### src/rtl/seven_seg_scanner.sv
// Six-digit multiplexed 7-segment driver (HH MM SS) with a sequential BCD converter.
// Optional blink on buzzer activity is compiled in with `define SEG_BLINK_EN.
module seven_seg_scanner #(
  parameter int SCAN_DIV  = 4,
  parameter int BLINK_DIV = 8
) (
  input  logic       clk,
  input  logic       reset,
  input  logic       hour_format,
  input  logic       is_pm,
  input  logic [7:0] display_hour,
  input  logic [7:0] display_min,
  input  logic [7:0] display_sec,
  input  logic       timer_running,
  input  logic [7:0] timer_min,
  input  logic [7:0] timer_sec,
  input  logic       alarm_buzzer,
  input  logic       timer_buzzer,
  output logic [6:0] seg,
  output logic       dp,
  output logic [5:0] an
);

  localparam logic [6:0] SEG_BLANK = 7'h7F;
  localparam logic [6:0] SEG_DASH  = 7'h3F;
  localparam int PW = (SCAN_DIV > 1) ? $clog2(SCAN_DIV) : 1;

  typedef enum logic [2:0] {IDLE, CONV_H, CONV_M, CONV_S, DONE} conv_state_t;

  function automatic logic [6:0] seg_of(input logic [3:0] d);
    case (d)
      4'd0:    seg_of = 7'h40;
      4'd1:    seg_of = 7'h79;
      4'd2:    seg_of = 7'h24;
      4'd3:    seg_of = 7'h30;
      4'd4:    seg_of = 7'h19;
      4'd5:    seg_of = 7'h12;
      4'd6:    seg_of = 7'h02;
      4'd7:    seg_of = 7'h78;
      4'd8:    seg_of = 7'h00;
      4'd9:    seg_of = 7'h10;
      default: seg_of = SEG_BLANK;
    endcase
  endfunction

  logic [PW-1:0] prescaler;
  logic [2:0]    digit_idx;
  logic          scan_tc, frame_start;

  assign scan_tc     = (prescaler == PW'(SCAN_DIV - 1));
  assign frame_start = scan_tc && (digit_idx == 3'd5);

  always_ff @(posedge clk or posedge reset) begin
    if (reset) begin
      prescaler <= '0;
      digit_idx <= 3'd0;
    end else if (scan_tc) begin
      prescaler <= '0;
      digit_idx <= (digit_idx == 3'd5) ? 3'd0 : digit_idx + 3'd1;
    end else begin
      prescaler <= prescaler + PW'(1);
    end
  end

  conv_state_t state, state_nxt;
  logic [7:0]  work, hold_m, hold_s;
  logic [3:0]  tens;
  logic        snap_timer, snap_12h, snap_pm;
  logic        field_done;
  logic [6:0]  code_hi, code_lo;
  logic [6:0]  res   [6];
  logic [6:0]  digit [6];
  logic [5:0]  dp_mask;

  // Values above 99 are never reduced, so the range check doubles as the dash detector.
  assign field_done = (work < 8'd10) || (work > 8'd99);

  always_ff @(posedge clk or posedge reset) begin
    if (reset) state <= IDLE;
    else       state <= state_nxt;
  end

  always_comb begin
    state_nxt = state;
    case (state)
      IDLE:    if (frame_start) state_nxt = CONV_H;
      CONV_H:  if (field_done) state_nxt = CONV_M;
      CONV_M:  if (field_done) state_nxt = CONV_S;
      CONV_S:  if (field_done) state_nxt = DONE;
      DONE:    state_nxt = IDLE;
      default: state_nxt = IDLE;
    endcase
  end

  always_comb begin
    code_hi = seg_of(tens);
    code_lo = seg_of(work[3:0]);
    if (work > 8'd99) begin
      code_hi = SEG_DASH;
      code_lo = SEG_DASH;
    end else if (state == CONV_H && snap_12h && tens == 4'd0) begin
      code_hi = SEG_BLANK;
    end
    if (state == CONV_H && snap_timer) begin
      code_hi = SEG_BLANK;
      code_lo = SEG_BLANK;
    end
  end

  always_ff @(posedge clk or posedge reset) begin
    if (reset) begin
      work       <= '0;
      tens       <= '0;
      hold_m     <= '0;
      hold_s     <= '0;
      snap_timer <= 1'b0;
      snap_12h   <= 1'b0;
      snap_pm    <= 1'b0;
      dp_mask    <= '0;
      for (int i = 0; i < 6; i++) begin
        res[i]   <= SEG_BLANK;
        digit[i] <= SEG_BLANK;
      end
    end else begin
      case (state)
        IDLE: if (frame_start) begin
          snap_timer <= timer_running;
          snap_12h   <= hour_format;
          snap_pm    <= is_pm;
          work       <= timer_running ? 8'd0 : display_hour;
          hold_m     <= timer_running ? timer_min : display_min;
          hold_s     <= timer_running ? timer_sec : display_sec;
          tens       <= '0;
        end
        CONV_H, CONV_M, CONV_S: begin
          if (!field_done) begin
            work <= work - 8'd10;
            tens <= tens + 4'd1;
          end else begin
            tens <= '0;
            case (state)
              CONV_H: begin res[0] <= code_hi; res[1] <= code_lo; work <= hold_m; end
              CONV_M: begin res[2] <= code_hi; res[3] <= code_lo; work <= hold_s; end
              default: begin res[4] <= code_hi; res[5] <= code_lo; work <= '0; end
            endcase
          end
        end
        DONE: begin
          for (int i = 0; i < 6; i++) digit[i] <= res[i];
          dp_mask <= snap_timer ? 6'b001000 : {snap_12h & snap_pm, 5'b01010};
        end
        default: ;
      endcase
    end
  end

`ifdef SEG_BLINK_EN
  localparam int FW = (BLINK_DIV > 1) ? $clog2(BLINK_DIV) : 1;
  logic [FW-1:0] frame_cnt;
  logic          blink_phase;

  always_ff @(posedge clk or posedge reset) begin
    if (reset) begin
      frame_cnt   <= '0;
      blink_phase <= 1'b0;
    end else if (frame_start) begin
      if (alarm_buzzer | timer_buzzer) begin
        if (frame_cnt == FW'(BLINK_DIV - 1)) begin
          frame_cnt   <= '0;
          blink_phase <= ~blink_phase;
        end else begin
          frame_cnt <= frame_cnt + FW'(1);
        end
      end else begin
        frame_cnt   <= '0;
        blink_phase <= 1'b0;
      end
    end
  end
`else
  logic unused_buzz;
  assign unused_buzz = alarm_buzzer ^ timer_buzzer;
`endif

  logic [6:0] cur_seg;
  logic       cur_dp_on;

  always_comb begin
    cur_seg   = SEG_BLANK;
    cur_dp_on = 1'b0;
    case (digit_idx)
      3'd0: begin cur_seg = digit[0]; cur_dp_on = dp_mask[0]; end
      3'd1: begin cur_seg = digit[1]; cur_dp_on = dp_mask[1]; end
      3'd2: begin cur_seg = digit[2]; cur_dp_on = dp_mask[2]; end
      3'd3: begin cur_seg = digit[3]; cur_dp_on = dp_mask[3]; end
      3'd4: begin cur_seg = digit[4]; cur_dp_on = dp_mask[4]; end
      3'd5: begin cur_seg = digit[5]; cur_dp_on = dp_mask[5]; end
      default: ;
    endcase
  end

  always_ff @(posedge clk or posedge reset) begin
    if (reset) begin
      seg <= SEG_BLANK;
      dp  <= 1'b1;
      an  <= 6'h3F;
    end else begin
      an  <= ~(6'b100000 >> digit_idx);
      seg <= cur_seg;
      dp  <= ~cur_dp_on;
`ifdef SEG_BLINK_EN
      if (blink_phase) begin
        seg <= SEG_BLANK;
        dp  <= 1'b1;
      end
`endif
    end
  end

endmodule

### config.mk
export PLATFORM = sky130hd
export DESIGN_NAME = seven_seg_scanner
export DESIGN_NICKNAME = d
export VERILOG_FILES = /design/src/rtl/seven_seg_scanner.sv
export SDC_FILE = /design/constraint.sdc
export NUM_CORES = 1
export LEC_CHECK = 0
export CAP_MARGIN = 15
export CORE_AREA = 5 5 146 148
export DETAILED_ROUTE_END_ITERATION = 12
export DIE_AREA = 0 0 151 153
export GPL_ROUTABILITY_DRIVEN = 0
export GPL_TIMING_DRIVEN = 0
export PLACE_DENSITY = 0.6
export SLEW_MARGIN = 20
export SYNTH_ARGS = -nofsm -noshare
export SYNTH_HDL_FRONTEND = slang
export SYNTH_SLANG_ARGS = --single-unit
### constraint.sdc
create_clock -name clk -period 7.22 [get_ports clk]
set_clock_uncertainty 0.2 [all_clocks]
set_input_delay 1.444 -clock clk [delete_from_list [all_inputs] [get_ports clk]]
set_output_delay 1.444 -clock clk [all_outputs]
set_load 0.03 [all_outputs]
==> flow_metrics.env, run 1 <==
export IMPL_status="completed"
export IMPL_area_growth_pct=22.3
export IMPL_p_per_area_nw_per_um2=432
export IMPL_hold_viol=0
export IMPL_rows=52
export IMPL_clk_pin_slew_ns=0.06
export IMPL_setup_viol=0
export IMPL_fin_util_pct=42.0
export IMPL_cts_root_buf="clkbuf_16"
export IMPL_syn_nets=623
export IMPL_criticalPathCategory="flop to primary output"
export IMPL_start_util_pct=34.3
export IMPL_total_power_mw=3.61
export IMPL_p_leak_nw=3.43
export IMPL_wl_per_cell_um=17.0
export IMPL_min_path_type="flop to flop"
export IMPL_synth_top_area_share_pct=37.7
export IMPL_cts_tree="built"
export IMPL_hold_buffers=0
export IMPL_finalNonFillerCells=924
export IMPL_cts_buffers=17
export IMPL_synthesis_area_sq_um=6830
export IMPL_cts_setup_buffers=0
export IMPL_diodes=0
export IMPL_fin_crit_sh_pct=44.8
export IMPL_cts_resized_gates=0
export IMPL_vias_per_cell=5.03
export IMPL_hpwl_um=11500
export IMPL_syn_avg_cell_area_sq_um=12.1
export IMPL_cp_data_required_time_ns=5.58
export IMPL_antenna_found_initial=0
export IMPL_syn_inst=563
export IMPL_place_ws_ns=3.67
export IMPL_worstMarginPinSlew_ns=0.762
export IMPL_synth_area_leaders="dfstp_2, dfrtp_1, mux2_2"
export IMPL_maxSlewHeadroom_pct=48.8
export IMPL_cts_buffer_depth=2
export IMPL_vias=4652
export IMPL_final_min_clock_period_ns=3.23
export IMPL_cts_sink_count=140
export IMPL_synth_seq_area_share_pct=53.1
export IMPL_hp_start="prescaler[0]"
export IMPL_rsz0062_at_grt="no"
export IMPL_cp_arrival_ns=1.59
export IMPL_critPathTopFamily="buffers and inverters"
export IMPL_port_buffers=58
export IMPL_cp_slowest_cell="clkdlybuf4s50_1"
export IMPL_final_setup_worst_slack_ns=3.99
export IMPL_drc_errors=0
export IMPL_top_level_ports=61
export IMPL_synth_ff_type="dfstp_2"
export IMPL_cp_num_buf_inv=1
export IMPL_htreeDepth=4
export IMPL_grt_usage_pct=14.3
export IMPL_fin_setup_tns_ns=0
export IMPL_dp_cells=892
export IMPL_r2r_start="digit_idx[1]"
export IMPL_grt_pass1_wl_um=25700
export IMPL_endpoint_kind="primary output"
export IMPL_synth_top_area_cell="dfstp_2"
export IMPL_synth_seq_cells=140
export IMPL_drv_slew=0
export IMPL_die_w_um=151
export IMPL_nets=701
export IMPL_drive_gt1_share_pct=37.8
export IMPL_synth_edf_count=0
export IMPL_maxCapViolCount=0
export IMPL_start_kind="flop"
export IMPL_clk_latency_ns=0.41
export IMPL_die_h_um=153
export IMPL_cp_startpoint="an[2]"
export IMPL_ant_nets=0
export IMPL_grt_pass1_vias=4804
export IMPL_synthArstFlopShare_pct=100
export IMPL_synth_distinct_cells=64
export IMPL_critPathMaxFanout=1
export IMPL_peakVddDrop_mv=0.161
export IMPL_fmax_ghz=0.309
export IMPL_max_stage_delay_ns=0.66
export IMPL_drtIter0Drc=224
export IMPL_grt_max_degree=101
export IMPL_crit_chain="clkdlybuf4s50_1"
export IMPL_core_area_sq_um=19900
export IMPL_yosysWarnings=0
export IMPL_routed_wl_um=15700
export IMPL_grt_overflow=0
export IMPL_dr_pass1_iters=5
export IMPL_dieArea_sq_um=23100
==> power breakdown <==
part           total, mW  internal (mW)  switching, mW
Combinational       1.31          0.630          0.683
Sequential          1.47           1.28          0.192
Clock              0.824          0.493          0.332
Total               3.61           2.40           1.21
==> through the flow <==
| step | hold WS (ns) | instance area [sq um] |
|---|---|---|
| 2_1_floorplan | 0.203 | 6830 |
| 5_1_grt | 0.235 | 8350 |
| 3_3_place_gp | 0.215 | 7750 |
| 3_5_place_dp | 0.221 | 7780 |
| 6_report | 0.228 | 8350 |
| 4_1_cts | 0.228 | 8350 |
==> cell usage after synthesis, types with 9 or more instances <==
master    number
nand2b_1      10
mux2_4         9
dfstp_2       98
mux2i_1       26
inv_1         18
mux2_2        80
o21ai_0       33
clkbuf_1      19
a22oi_1       11
nor2b_1        9
dfrtp_1       42
ha_1          13
a21oi_1       14
nand3_1       11
nor2_1        19
buf_2          9
nand2_1       46
==> per-layer routing <==
metal	routed length, um	share of wire [%]	GRT usage [%]	vias to the layer above
met4	135	0.86	3.28	0
met1	7150	46	19.1	2304
met5	0	0	0	-
met3	745	4.7	3.82	11
li1	-	-	-	2207
met2	7660	49	23.1	130
==> flip-flops by register name, summed over array words and instances (netlist names), 3 cells and up <==
signal / count
an: 6
digit_idx: 3
digit: 42
dp_mask: 3
state: 3
work: 8
hold_s: 8
tens: 4
hold_m: 8
seg: 7
res: 42
==> placed cells by master (no fill, tap or decap), drive strengths merged, types with 3 or more instances in the layout <==
| master | count |
|---|---|
| a211oi | 4 |
| a21oi | 14 |
| a221o | 3 |
| a221oi | 3 |
| a22o | 7 |
| a22oi | 11 |
| a31oi | 5 |
| a32oi | 3 |
| and2 | 3 |
| buf | 17 |
| clkbuf | 39 |
| clkdlybuf4s50 | 58 |
| clkinv | 5 |
| clkinvlp | 4 |
| dfrtp | 42 |
| dfstp | 98 |
| ha | 13 |
| inv | 21 |
| mux2 | 89 |
| mux2i | 26 |
| nand2 | 47 |
| nand2b | 10 |
| nand3 | 12 |
| nor2 | 19 |
| nor2b | 9 |
| nor3 | 10 |
| o2111ai | 3 |
| o211ai | 8 |
| o21ai | 35 |
| o311ai | 3 |
==> logic make-up after synthesis <==
kind of cell    after synthesis  synth area share, %
flops                       140                 53.1
simple gates                122                 9.62
compound gates              117                 11.8
mux                         115                 19.0
buf+inv                      54                 3.88
fa+ha+maj                    13                 2.38
xor+xnor                      2                0.256
==> final timing paths <==
kind,end,slack (ns),cells after the start
max reg2reg,seg[0],4.07,9
min,prescaler[0],0.23,1
min reg2reg,prescaler[0],0.23,1
max in group asynchronous,digit[4],4.84,3
max,an[2],3.99,1
min in group asynchronous,dp_mask[3],1.22,2
==> area by class of cell <==
class / count / area [sq um]
flip-flops and latches: 140 / 3630
well taps: 270 / 338
inverters: 18 / 75.1
plain buffers: 36 / 198
clock buffers: 19 / 453
fillers: 1904 / 11600
repair buffers: 59 / 608
clock inverters: 13 / 116
multi-input cells: 369 / 2940
Note: power is estimated with default switching activity, not from simulation.
==> run 2: changes to the inputs <==
clock period = 3.15 ns   (was 7.22 ns; I/O delays follow)
==> flow_metrics.env, run 2 (synthesis gave the netlist of run 1 again) <==
export IMPL_status="completed"
export IMPL_hold_viol=0
export IMPL_port_buffers=58
export IMPL_nets=704
export IMPL_worstMarginPinSlew_ns=0.806
export IMPL_ant_nets=0
export IMPL_top_level_ports=61
export IMPL_dieArea_sq_um=23100
export IMPL_reg2reg_slack_ns=0.21
export IMPL_hp_start="prescaler[0]"
export IMPL_dp_cells=895
export IMPL_vias_per_cell=5.04
export IMPL_hold_end="prescaler[0]"
export IMPL_setup_viol=0
export IMPL_grt_max_degree=38
export IMPL_endpoint_kind="flop"
export IMPL_fin_setup_tns_ns=0
export IMPL_antenna_found_initial=0
export IMPL_layout_common_cells="dfstp_2, mux2_2, clkdlybuf4s50_1"
export IMPL_fin_crit_sh_pct=93.3
export IMPL_drive_gt1_share_pct=37.8
export IMPL_r2r_start="digit_idx[2]"
export IMPL_cts_sink_count=140
export IMPL_r2r_end="seg[5]"
export IMPL_routed_wl_um=15900
export IMPL_p_leak_nw=3.47
export IMPL_multi_input_area_sq_um=2940
export IMPL_hpwl_um=11800
export IMPL_clk_pin_slew_ns=0.06
export IMPL_cp_data_required_time_ns=3.28
export IMPL_grt_pass1_vias=4977
export IMPL_cp_arrival_ns=3.06
export IMPL_wl_per_cell_um=17.2
export IMPL_min_path_type="flop to flop"
export IMPL_cts_resized_gates=0
export IMPL_maxSlewHeadroom_pct=45.9
export IMPL_cts_buffer_depth=2
export IMPL_vias=4668
export IMPL_rows=52
export IMPL_maxCapViolCount=0
export IMPL_die_h_um=153
export IMPL_die_w_um=151
export IMPL_htreeDepth=4
export IMPL_start_kind="flop"
export IMPL_fmax_ghz=0.340
export IMPL_drv_slew=0
export IMPL_r2r_cells=8
export IMPL_critPathMaxFanout=10
export IMPL_layout_commonest_cell="dfstp_2"
export IMPL_place_ws_ns=0.0515
export IMPL_grt_usage_pct=14.6
export IMPL_area_growth_pct=23.6
export IMPL_total_power_mw=8.42
export IMPL_largest_registers="digit: 42 flops, res: 42 flops"
export IMPL_seqCellArea_sq_um=3630
export IMPL_start_util_pct=34.3
export IMPL_peakVddDrop_mv=0.387
export IMPL_cts_root_buf="clkbuf_16"
export IMPL_rsz0062_at_grt="no"
export IMPL_final_setup_worst_slack_ns=0.212
export IMPL_holdPathStages=1
export IMPL_grt_pass1_wl_um=26300
export IMPL_diodes=0
export IMPL_finalNonFillerCells=926
export IMPL_dr_pass1_iters=4
export IMPL_cts_buffers=17
export IMPL_cts_tree="built"
export IMPL_drtIter0Drc=265
export IMPL_core_area_sq_um=19900
export IMPL_hold_buffers=0
export IMPL_final_min_clock_period_ns=2.94
export IMPL_p_per_area_nw_per_um2=997
export IMPL_drc_errors=0
export IMPL_criticalPathCategory="flop to flop"
export IMPL_fillers=1880
export IMPL_cts_setup_buffers=0
export IMPL_clk_latency_ns=0.42
export IMPL_grt_overflow=0
-- run 2: cell count changes in the layout (fill, tap and decap cells not counted), sizes merged --
cell      before  now
clkinv         5    4
buf           17   20
clkinvlp       4    2
bufinv         1    3
inv           21   19
clkbuf        39   41
-- run 2: final cells by class --
class	instances	area share [%]
inverters	18	0.845
plain buffers	36	2.36
well taps	270	4.00
flip-flops and latches	140	42.9
multi-input cells	369	34.8
clock inverters	10	1.66
clock buffers	21	5.45
repair buffers	62	7.91
-- run 2: report_power, final --
part | leakage (nW) | switching (mW) | internal (mW)
Combinational | 1.63 | 1.56 | 1.45
Sequential | 1.55 | 0.445 | 2.94
Clock | 0.294 | 0.739 | 1.28
-- run 2: through the flow --
step / hold WS, ns / area, sq um / util [%]
CTS: 0.228 / 8440 / 42.4
global placement: 0.215 / 7750 / 38.9
detailed placement: 0.221 / 7840 / 39.4
finish: 0.229 / 8440 / 42.4
floorplan: 0.203 / 6840 / -
global route: 0.240 / 8440 / 42.4
-- run 2: worst max-delay path by stage --
stage | slack [ns] | from | endpoint
floorplan | 0.65 | reset | digit_idx[0]
global placement | -0.51 | reset | dp_mask[3]
detailed placement | 0.05 | digit_idx[1] | seg[0]
CTS | 0.03 | digit_idx[1] | seg[0]
global route | 0.06 | digit_idx[2] | seg[5]
finish | 0.21 | digit_idx[2] | seg[5]
-- run 2: per-layer routing --
metal,wire [um],GRT usage (%),vias up
li1,-,-,2201
met1,7200,19.2,2329
met2,7720,23.5,122
met3,769,3.64,16
met4,225,5.18,0
met5,0,0,-
-- run 2: worst max-delay path, stage by stage (launching register included) --
cell and delay (ns):
dfrtp_1 0.39, clkbuf_1 0.53, clkbuf_1 0.53, inv_1 0.20, ha_1 0.26, clkbuf_2 0.24
a22o_1 0.25, a21oi_1 0.11, o21ai_0 0.12
